## config.mk

```make
export PLATFORM = sky130hd
export DESIGN_NAME = seg_readback
export DESIGN_NICKNAME = d
export VERILOG_FILES = /design/src/rtl/seg_readback.sv
export SDC_FILE = /design/constraint.sdc
export NUM_CORES = 1
export LEC_CHECK = 0
export ABC_AREA = 1
export BUFFER_PORTS_ARGS = -buffer_cell sky130_fd_sc_hd__buf_2
export CORE_UTILIZATION = 40
export CTS_CLUSTER_DIAMETER = 60
export CTS_CLUSTER_SIZE = 30
export DETAILED_ROUTE_END_ITERATION = 8
export GPL_ROUTABILITY_DRIVEN = 0
export SKIP_CTS_REPAIR_TIMING = 1
export SLEW_MARGIN = 30
export SYNTH_ARGS = -nofsm -noshare
export SYNTH_HDL_FRONTEND = slang
export SYNTH_SLANG_ARGS = --single-unit
export TNS_END_PERCENT = 100
```

## constraint.sdc

```tcl
create_clock -name clk -period 2.5 [get_ports clk]
set_clock_uncertainty 0.2 [all_clocks]
set_input_delay 0.125 -clock clk [delete_from_list [all_inputs] [get_ports clk]]
set_output_delay 0.125 -clock clk [all_outputs]
set_load 0.01 [all_outputs]
```

## src/rtl/seg_readback.sv

```systemverilog
// seg_readback: decodes settled multiplexed seven-segment bus patterns back into a multi-digit hex value
module seg_readback #(
   parameter int NUM_DIGITS    = 8,
   parameter int STABLE_CYCLES = 16
) (
   input  logic                    clk,
   input  logic                    rst_n,
   input  logic [NUM_DIGITS-1:0]   an,
   input  logic [6:0]              seg,
   input  logic                    err_clr,
   output logic [4*NUM_DIGITS-1:0] value,
   output logic [NUM_DIGITS-1:0]   digit_valid,
   output logic                    frame_done,
   output logic                    pattern_err,
   output logic                    bus_err
);
   localparam int CW = $clog2(STABLE_CYCLES + 1);
   localparam int BW = NUM_DIGITS + 7;
   logic [BW-1:0]           smp;
   logic [CW-1:0]           cnt;
   logic [4*NUM_DIGITS-1:0] shadow;
   logic [NUM_DIGITS-1:0]   shv;
   logic [NUM_DIGITS-1:0]   mask;
   logic [NUM_DIGITS-1:0]   sel;
   logic [3:0]              nib;
   logic                    ok;
   logic                    same;
   logic                    cap;
   logic                    one_low;
   logic                    multi;
   logic                    full;
   assign sel     = ~an;
   assign same    = ({an, seg} == smp);
   assign cap     = same && (cnt == CW'(STABLE_CYCLES - 1));
   assign one_low = (sel != '0) && ((sel & (sel - NUM_DIGITS'(1))) == '0);
   assign multi   = (sel != '0) && !one_low;
   assign full    = &mask;
   // map an active-low segment pattern back to its hex nibble; anything else is illegal
   always_comb begin
      nib = 4'h0;
      ok  = 1'b1;
      case (seg)
         7'b0000001: nib = 4'h0;
         7'b1001111: nib = 4'h1;
         7'b0010010: nib = 4'h2;
         7'b0000110: nib = 4'h3;
         7'b1001100: nib = 4'h4;
         7'b0100100: nib = 4'h5;
         7'b0100000: nib = 4'h6;
         7'b0001111: nib = 4'h7;
         7'b0000000: nib = 4'h8;
         7'b0000100: nib = 4'h9;
         7'b0001000: nib = 4'hA;
         7'b1100000: nib = 4'hB;
         7'b0110001: nib = 4'hC;
         7'b1000010: nib = 4'hD;
         7'b0110000: nib = 4'hE;
         7'b0111000: nib = 4'hF;
         default:    ok  = 1'b0;
      endcase
   end
   // track how long the bus has held still; any change restarts the count
   always_ff @(posedge clk or negedge rst_n) begin
      if (!rst_n) begin
         smp <= '1;
         cnt <= '0;
      end else begin
         smp <= {an, seg};
         if (!same) cnt <= '0;
         else if (cnt != CW'(STABLE_CYCLES)) cnt <= cnt + 1'b1;
      end
   end
   // collect captured digits into the shadow frame until every digit has been seen
   always_ff @(posedge clk or negedge rst_n) begin
      if (!rst_n) begin
         shadow <= '0;
         shv    <= '0;
         mask   <= '0;
      end else begin
         if (full) mask <= '0;
         else if (cap && one_low) mask <= mask | sel;
         for (int i = 0; i < NUM_DIGITS; i++) begin
            if (cap && one_low && sel[i]) begin
               shadow[4*i +: 4] <= nib;
               shv[i]           <= ok;
            end
         end
      end
   end
   // publish the completed frame one cycle after its last digit is captured
   always_ff @(posedge clk or negedge rst_n) begin
      if (!rst_n) begin
         value       <= '0;
         digit_valid <= '0;
         frame_done  <= 1'b0;
      end else begin
         frame_done <= full;
         if (full) begin
            value       <= shadow;
            digit_valid <= shv;
         end
      end
   end
   // sticky error flags; a new error on the clearing edge keeps the flag set
   always_ff @(posedge clk or negedge rst_n) begin
      if (!rst_n) begin
         pattern_err <= 1'b0;
         bus_err     <= 1'b0;
      end else begin
         pattern_err <= (cap && one_low && !ok) || (pattern_err && !err_clr);
         bus_err     <= (cap && multi) || (bus_err && !err_clr);
      end
   end
endmodule

```

## After elaboration in Yosys (flattened, before gate mapping)

Index checks and enable logic that the tools add are counted.

| operators by class | value |
|---|---|
| add/sub/neg operators | 2 |
| equal/unequal tests | 19 |
| mux-type cells | 6 |
| bitwise logic cells | 3 |
| reduce and logical (&&, ||, !) cells | 27 |

Operators with widths:

| cell | count |
|---|---|
| case mux 4 bit (15 select lines) | 1 |
| equality test 7 x 6 -> 1 bit (second input constant) | 5 |
| equality test 7 bit (second input constant) | 4 |
| logical AND 1 bit | 16 |
| 2-to-1 mux 8 bit | 2 |
| OR reduction 16 bit | 1 |
| equality test 15 bit | 1 |
| equality test 7 x 3 -> 1 bit (second input constant) | 2 |
| equality test 7 x 4 -> 1 bit (second input constant) | 2 |
| 2-to-1 mux 5 bit | 2 |
| bitwise AND 8 bit | 1 |
| zero test 8 bit | 1 |
| NOT 8 bit | 1 |
| OR 8 bit | 1 |
| AND reduction 8 bit | 1 |
| nonzero test 8 bit | 1 |
| subtractor 8 x 1 -> 8 bit (second input constant) | 1 |
| equality test 7 x 1 -> 1 bit (second input constant) | 1 |
| equality test 7 x 5 -> 1 bit (second input constant) | 1 |
| zero test 7 bit | 1 |
| adder 5 x 1 -> 5 bit (second input constant) | 1 |
| equality test 5 x 4 -> 1 bit (second input constant) | 1 |
| inequality test 5 bit (second input constant) | 1 |
| zero test 1 bit | 3 |
| 4 further kinds | 5 |

| word-level totals | value |
|---|---|
| flip-flop bits (word level) | 111 |
| input bits | 18 |
| output and inout bits | 43 |
| logic and storage cells | 81 |

## Longest topological paths before layout

Gate-level depths: netlist of the first run.

| depth | value |
|---|---|
| depth in word-level cells | 9 |
| mapped depth | 11 |
| depth with buffers taken out | 11 |

## Worst setup path before layout of the first run

OpenSTA, ideal clock, no wires.

| timing path | value |
|---|---|
| path type | register -> register |
| start | reg smp[9] |
| end | reg shadow[29] |
| library setup time | 118 ps |
| arrival | 1455 ps |
| setup slack | 727 ps |
| stages on the path, launching flop included | 12 |
| path buffers | 0 |
| path through | dfstp_2 > inv_1 > nand2_1 > nand2_1 > nor2_1 > nand2_1 > nor2_4 > nand3_4 > nor2_2 > nand2_1 > nand2_1 > nand2_1 |

| on the way | value |
|---|---|
| word-level cells in the longest chain between the ends | 4 |

Ends and longest elaborated chain:

| item | RTL line | text |
|---|---|---|
| start: declaration | 19 | `logic [BW-1:0] smp;` |
| start signal: assignment | 68 | `smp <= {an, seg};` |
| equality test 15 bit | 33 | `assign same = ({an, seg} == smp);` |
| logical AND 1 bit | 34 | `assign cap = same && (cnt == CW'(STABLE_CYCLES - 1));` |
| logical AND 1 bit (2 in series) | 83 | `if (cap && one_low && sel[i]) begin` |
| end signal: indexed assignment | 84 | `shadow[4*i +: 4] <= nib;` |
| end: declaration | 21 | `logic [4*NUM_DIGITS-1:0] shadow;` |

Every way passes these cells.
A chain may end at the register's enable or synchronous reset.

## Worst setup path in the final report of the first run

| timing path | value |
|---|---|
| start | in an[5] |
| end | reg shadow[22] |

| on the way | value |
|---|---|
| word-level cells in the longest chain between the ends | 7 |
| elaborated cells between the ends (all ways) | 10 |
| classes of those cells | add/sub: 1; eq/ne: 1; bitwise: 2; reduce/logical: 6 |

Ends and longest elaborated chain:

| item | RTL line | text |
|---|---|---|
| start: declaration | 8 | `input logic [NUM_DIGITS-1:0] an,` |
| NOT 8 bit | 32 | `assign sel = ~an;` |
| subtractor 8 x 1 -> 8 bit | 35 | `assign one_low = (sel != '0) && ((sel & (sel - NUM_DIGITS'(1))) == '0);` |
| bitwise AND 8 bit | 35 |  |
| zero test 8 bit | 35 |  |
| logical AND 1 bit | 35 |  |
| logical AND 1 bit | 83 |  |
| logical AND 1 bit * | 83 |  |

Mark *: on every way between the ends. The rest lies on a longest branch, timed or not.

==> reports/results.txt, run 1 <==
status = completed
vias in the first global route = 3987
Layout area overhead = 18.1%
main flop type after synthesis = dfrtp_1
Clock H-tree levels = 3
hold slack final = 48.6 ps
IR Drop Worst-Case VDD = 0.301 mV
total grt overflow = 0
met3 routed wirelength = 488 microns
Lkg Pwr = 3.43 nW
cell row count = 40
DR vias = 4154
FFs w/ async S/R, synth = 100%
Post-Synthesis Cells = 631
Port Buffers = 60
CTS tree = yes
routed wire length = 10900 microns
DR top layer = met4
RSZ-0062 raised after global routing = false
die height = 115 microns
Max Cap Viol = 0
Placed Instances = 852
Metal-1 WL = 5230 microns
Post-synth EDFFs = 0
CP endpoint kind = flop
Final Hold Vio Count = 0
Layout Nets = 733
fin crit share = 88.1%
metal2 WL = 4980 microns
Clk pin slew, worst setup/hold paths = 60 ps
CTS root buffer = clkbuf_16
DRT iter0 DRCs = 210
Synthesis Warnings = 0
Post-Syn Nets = 652
Tmin final = 2200 ps
CTS max path bufs = 2
CTS Buf Count = 9
fill count = 1234
most frequent cells in the layout = nand2_1, dfrtp_1, nand3_1
first-pass detailed-route iteration total = 5
WP data required = 2580 ps
Synth Register Bits = 111
DRC = 0
Starting Density = 41.6%
Die Area = 0.0131 sq mm
worst-path maximum fanout = 43
IO Pins = 61
Layout Cells excl Fill = 881
setup TNS = 0 ps
initial antenna violation count = 0
post-synth cell types = 30
Worst Hold Class = in -> async
Pwr Density = 554 mW/mm^2
syn avg cell area = 8.02 sq um
commonest non-fill, non-tap cell in the layout = nand2_1
Critical Setup Path Class = in -> reg
max-slew violations = 0
first-pass GRT wire length = 18600 microns
sequential element share of the synthesized area = 55.2%
f_max = 454 MHz
Inserted Diodes = 0
measured slew at the worst slew-check pin = 526 ps
Final setup viols = 0
WL/cell = 12.4 microns
CTS sink cnt = 111
Slew headroom = 64.9%
core area = 0.0122 sq mm
total track usage = 18.3%
width of the die = 115 microns
vias per inst = 4.72
fraction of layout cells with a size suffix above 1 = 16.4%
largest net degree at the start of global routing = 44
clk_lat worst skew = 350 ps
CP Launch Type = primary input
Worst EP arrival = 2290 ps
hpwl dp = 7730 microns
Mapped Area = 0.00506 sq mm
Routed Antenna Nets = 0
-- final cells by class --
cell class | instances | area (sq um) | area share, %
Clock buffer | 11 | 243 | 4.06
Multi-Input combinational cell | 451 | 1980 | 33.1
Clock inverter | 1 | 8.76 | 0.146
Timing Repair Buffer | 84 | 538 | 9.00
Inverter | 55 | 206 | 3.45
Sequential cell | 111 | 2800 | 46.8
Tap cell | 168 | 210 | 3.52
-- cell families after synthesis --
family / share of synthesized area, %
and+or+nand+nor: 37.1
DFF: 55.2
buffers and inverters: 5.76
AOI/OAI and AO/OA: 0.766
adders and majority gates: 0.742
xor gates and xnor gates: 0.346
-- path summary, 6_finish.rpt --
check                                              to  depth (start not counted)  slack [ps]                  startpoint
min in group clk                     smp[3]$_DFF_PN1_                          2         250                      seg[3]
max in group asynchronous       value[31]$_DFFE_PN0P_                          3        1310                       rst_n
max reg2reg                    shadow[22]$_DFFE_PN0P_                         10         360            smp[0]$_DFF_PN1_
min                              value[4]$_DFFE_PN0P_                          2          50                       rst_n
min reg2reg                digit_valid[3]$_DFFE_PN0P_                          2         270  digit_valid[3]$_DFFE_PN0P_
max                            shadow[22]$_DFFE_PN0P_                         12         300                       an[5]
-- synth_stat cells (3+ instances only) --
library cell,n,share of area (%)
inv_1,47,3.5
a21oi_1,3,0.30
nand3_1,74,7.3
ha_1,3,0.74
nor2_1,32,2.4
nand2_1,303,22
inv_2,7,0.52
clkbuf_1,8,0.59
nor2_4,4,0.89
nand4_1,3,0.37
buf_6,4,0.89
nor3_1,8,0.79
nand2_2,5,0.62
dfrtp_1,96,47
dfstp_2,15,7.8
-- stage by stage --
| stage | util, % | total power, mW | instance area [sq um] | worst slack [ps] |
|---|---|---|---|---|
| floorplan | - | 1.95 | 5060 | 727 |
| global placement | 45.7 | 2.04 | 5560 | 420 |
| detailed placement | 45.7 | 2.05 | 5560 | 366 |
| CTS | 47.8 | 3.34 | 5810 | 340 |
| global route | 49.2 | 3.46 | 5980 | 65.4 |
| finish | 49.2 | 3.31 | 5980 | 297 |
-- worst max-delay path, stage by stage --
cell	delay, ps
dlygate4sd3_1	550
buf_2	180
nand2_1	160
nor2_1	130
nand2_1	70
nand2_2	80
nand3_4	100
nor2_4	100
nand2_2	90
nor2_8	420
nand3_1	160
nand2_1	100
-- layer usage --
layer  vias to the layer above  global-route usage [%]
li1                       2121                       -
met1                      1913                    24.6
met2                       105                    29.3
met3                        15                    3.55
met4                         0                    7.19
met5                         -                       0
-- where the power goes --
group,total [mW],switching (mW),internal (mW)
clock,1.28,0.596,0.683
sequential,1.82,0.00582,1.82
combinational,0.208,0.143,0.0648
-- flip-flops by register name, summed over array words and instances, names as in the netlist --
register     cells
cnt              5
mask             8
value           32
frame_done       1
shadow          32
digit_valid      8
shv              8
pattern_err      1
smp             15
bus_err          1
No activity file was read; power rests on OpenSTA's default activity.
==> inputs of run 2 (changes only) <==
--- a/config.mk
+++ b/config.mk
@@ -12,6 +12,7 @@
 export CTS_CLUSTER_SIZE = 30
 export DETAILED_ROUTE_END_ITERATION = 8
 export GPL_ROUTABILITY_DRIVEN = 0
+export RECOVER_POWER = 50
 export SKIP_CTS_REPAIR_TIMING = 1
 export SLEW_MARGIN = 30
 export SYNTH_ARGS = -nofsm -noshare
==> run 2 against run 1 <==
Fmax rose by 0.40%. Total power barely moved. Utilization fell by 0.59 points. Clock-buffer cell count did not move. Global-route usage did not move. Critical path depth did not move. Largest cell class unchanged. Largest power group unchanged.
==> reports/results.txt, run 2 (synthesis results as in run 1) <==
status = completed
total track usage = 18.3%
clk_lat worst skew = 350 ps
Layout Nets = 733
f_max = 456 MHz
first-pass detailed-route iteration total = 5
Inserted Diodes = 0
vias per inst = 4.74
WL/cell = 12.4 microns
biggest regs = shadow x32, value x32, smp x15
most frequent cells in the layout = nand2_1, dfrtp_1, nand3_1
Slew headroom = 28.3%
RSZ-0062 raised after global routing = false
CP Launch Type = primary input
fill count = 1233
WP data required = 2590 ps
DR vias = 4173
Comb pwr share = 6.2%
Pwr Density = 560 mW/mm^2
cell row count = 40
IR Drop Worst-Case VDD = 0.301 mV
final core utilization = 48.6%
Die Area = 0.0131 sq mm
Final Hold Vio Count = 0
measured slew at the worst slew-check pin = 1080 ps
CTS tree = yes
hpwl dp = 7730 microns
CTS root buffer = clkbuf_16
total grt overflow = 0
fraction of layout cells with a size suffix above 1 = 10.4%
worst-path maximum fanout = 43
Worst Hold Class = in -> async
width of the die = 115 microns
sw frac = 22.6%
Switch Pwr = 0.747 mW
setup TNS = 0 ps
Starting Density = 41.6%
DRT iter0 DRCs = 209
Layout area overhead = 16.7%
proportion of power drawn by the clock network = 38.7%
Clk pin slew, worst setup/hold paths = 60 ps
CP endpoint kind = flop
Lkg Pwr = 3.24 nW
Final setup viols = 0
DRC = 0
Critical Setup Path Class = in -> reg
Max Cap Viol = 0
Placement Setup Slack = 366 ps
Flop pwr share = 55.1%
max-slew violations = 0
Routed Antenna Nets = 0
initial antenna violation count = 0
Tot Pwr = 3.31 mW
setup ws final = 305 ps
largest net degree at the start of global routing = 44
commonest non-fill, non-tap cell in the layout = nand2_1
IO Pins = 61
Tmin final = 2190 ps
first-pass GRT wire length = 18600 microns
P_int = 2.56 mW
Worst EP arrival = 2280 ps
routed wire length = 11000 microns
Port Buffers = 60
fin crit share = 87.8%
Clock H-tree levels = 3
die height = 115 microns
CTS Buf Count = 9
CTS sink cnt = 111
CTS max path bufs = 2
vias in the first global route = 3987
core area = 0.0122 sq mm
run 2: changes by cell type in the layout (fill, tap and decap cells not counted):
| cell | before | now |
|---|---|---|
| clkbuf_1 | 1 | 44 |
| buf_4 | 7 | 6 |
| clkbuf_2 | 0 | 1 |
| buf_2 | 59 | 17 |
| buf_12 | 1 | 0 |
run 2: worst paths after layout:
| check | from | end | slack, ps | depth (start not counted) |
|---|---|---|---|---|
| worst max-delay path | an[5] | shadow[22]$_DFFE_PN0P_ | 310 | 12 |
| worst min-delay path | rst_n | value[4]$_DFFE_PN0P_ | 40 | 2 |
| worst max register to register | smp[0]$_DFF_PN1_ | shadow[22]$_DFFE_PN0P_ | 360 | 10 |
| worst min register to register | shadow[26]$_DFFE_PN0P_ | shadow[26]$_DFFE_PN0P_ | 270 | 2 |
| max in group asynchronous | rst_n | shadow[20]$_DFFE_PN0P_ | 680 | 3 |
| min in group clk | seg[3] | smp[3]$_DFF_PN1_ | 260 | 2 |
run 2: stage by stage:
| step | hold slack [ps] | cell area, sq um | cells |
|---|---|---|---|
| after global placement | -113 | 5560 | 852 |
| after CTS | -485 | 5810 | 864 |
| after global routing | 79.4 | 5910 | 881 |
| after floorplan | -371 | 5060 | 631 |
| final | 40.5 | 5910 | 881 |
| after detailed placement | -107 | 5560 | 852 |
run 2: critical path: stages:
cell and delay, ps:
dlygate4sd3_1 550, buf_2 180, nand2_1 160, nor2_1 130
nand2_1 70, nand2_2 90, nand3_4 100, nor2_4 100
nand2_2 90, nor2_8 420, nand3_1 150, nand2_1 100
run 2: final cells by class:
class / instances / area (sq um) / share of cell area, %
timing repair buffer: 84 / 467 / 7.90
multi-input combinational: 451 / 1980 / 33.5
sequential: 111 / 2800 / 47.3
tap: 168 / 210 / 3.56
clock inverter: 1 / 8.76 / 0.148
clock buffer: 11 / 243 / 4.11
inverter: 55 / 206 / 3.49
run 2: power groups by stage:
stage / clock network, mW / registers [mW] / logic, mW
floorplan: 0 / 1.86 / 0.0902
global placement: 0 / 1.86 / 0.189
detailed placement: 0 / 1.86 / 0.192
CTS: 1.33 / 1.82 / 0.193
global route: 1.39 / 1.82 / 0.235
finish: 1.28 / 1.82 / 0.204
run 2: metal layers:
layer / vias to the layer above / share of wire (%) / global-route usage [%]
li1: 2125 / - / -
met1: 1944 / 49 / 24.6
met2: 91 / 46 / 29.3
met3: 13 / 3.9 / 3.55
met4: 0 / 1.8 / 7.19
met5: - / 0 / 0
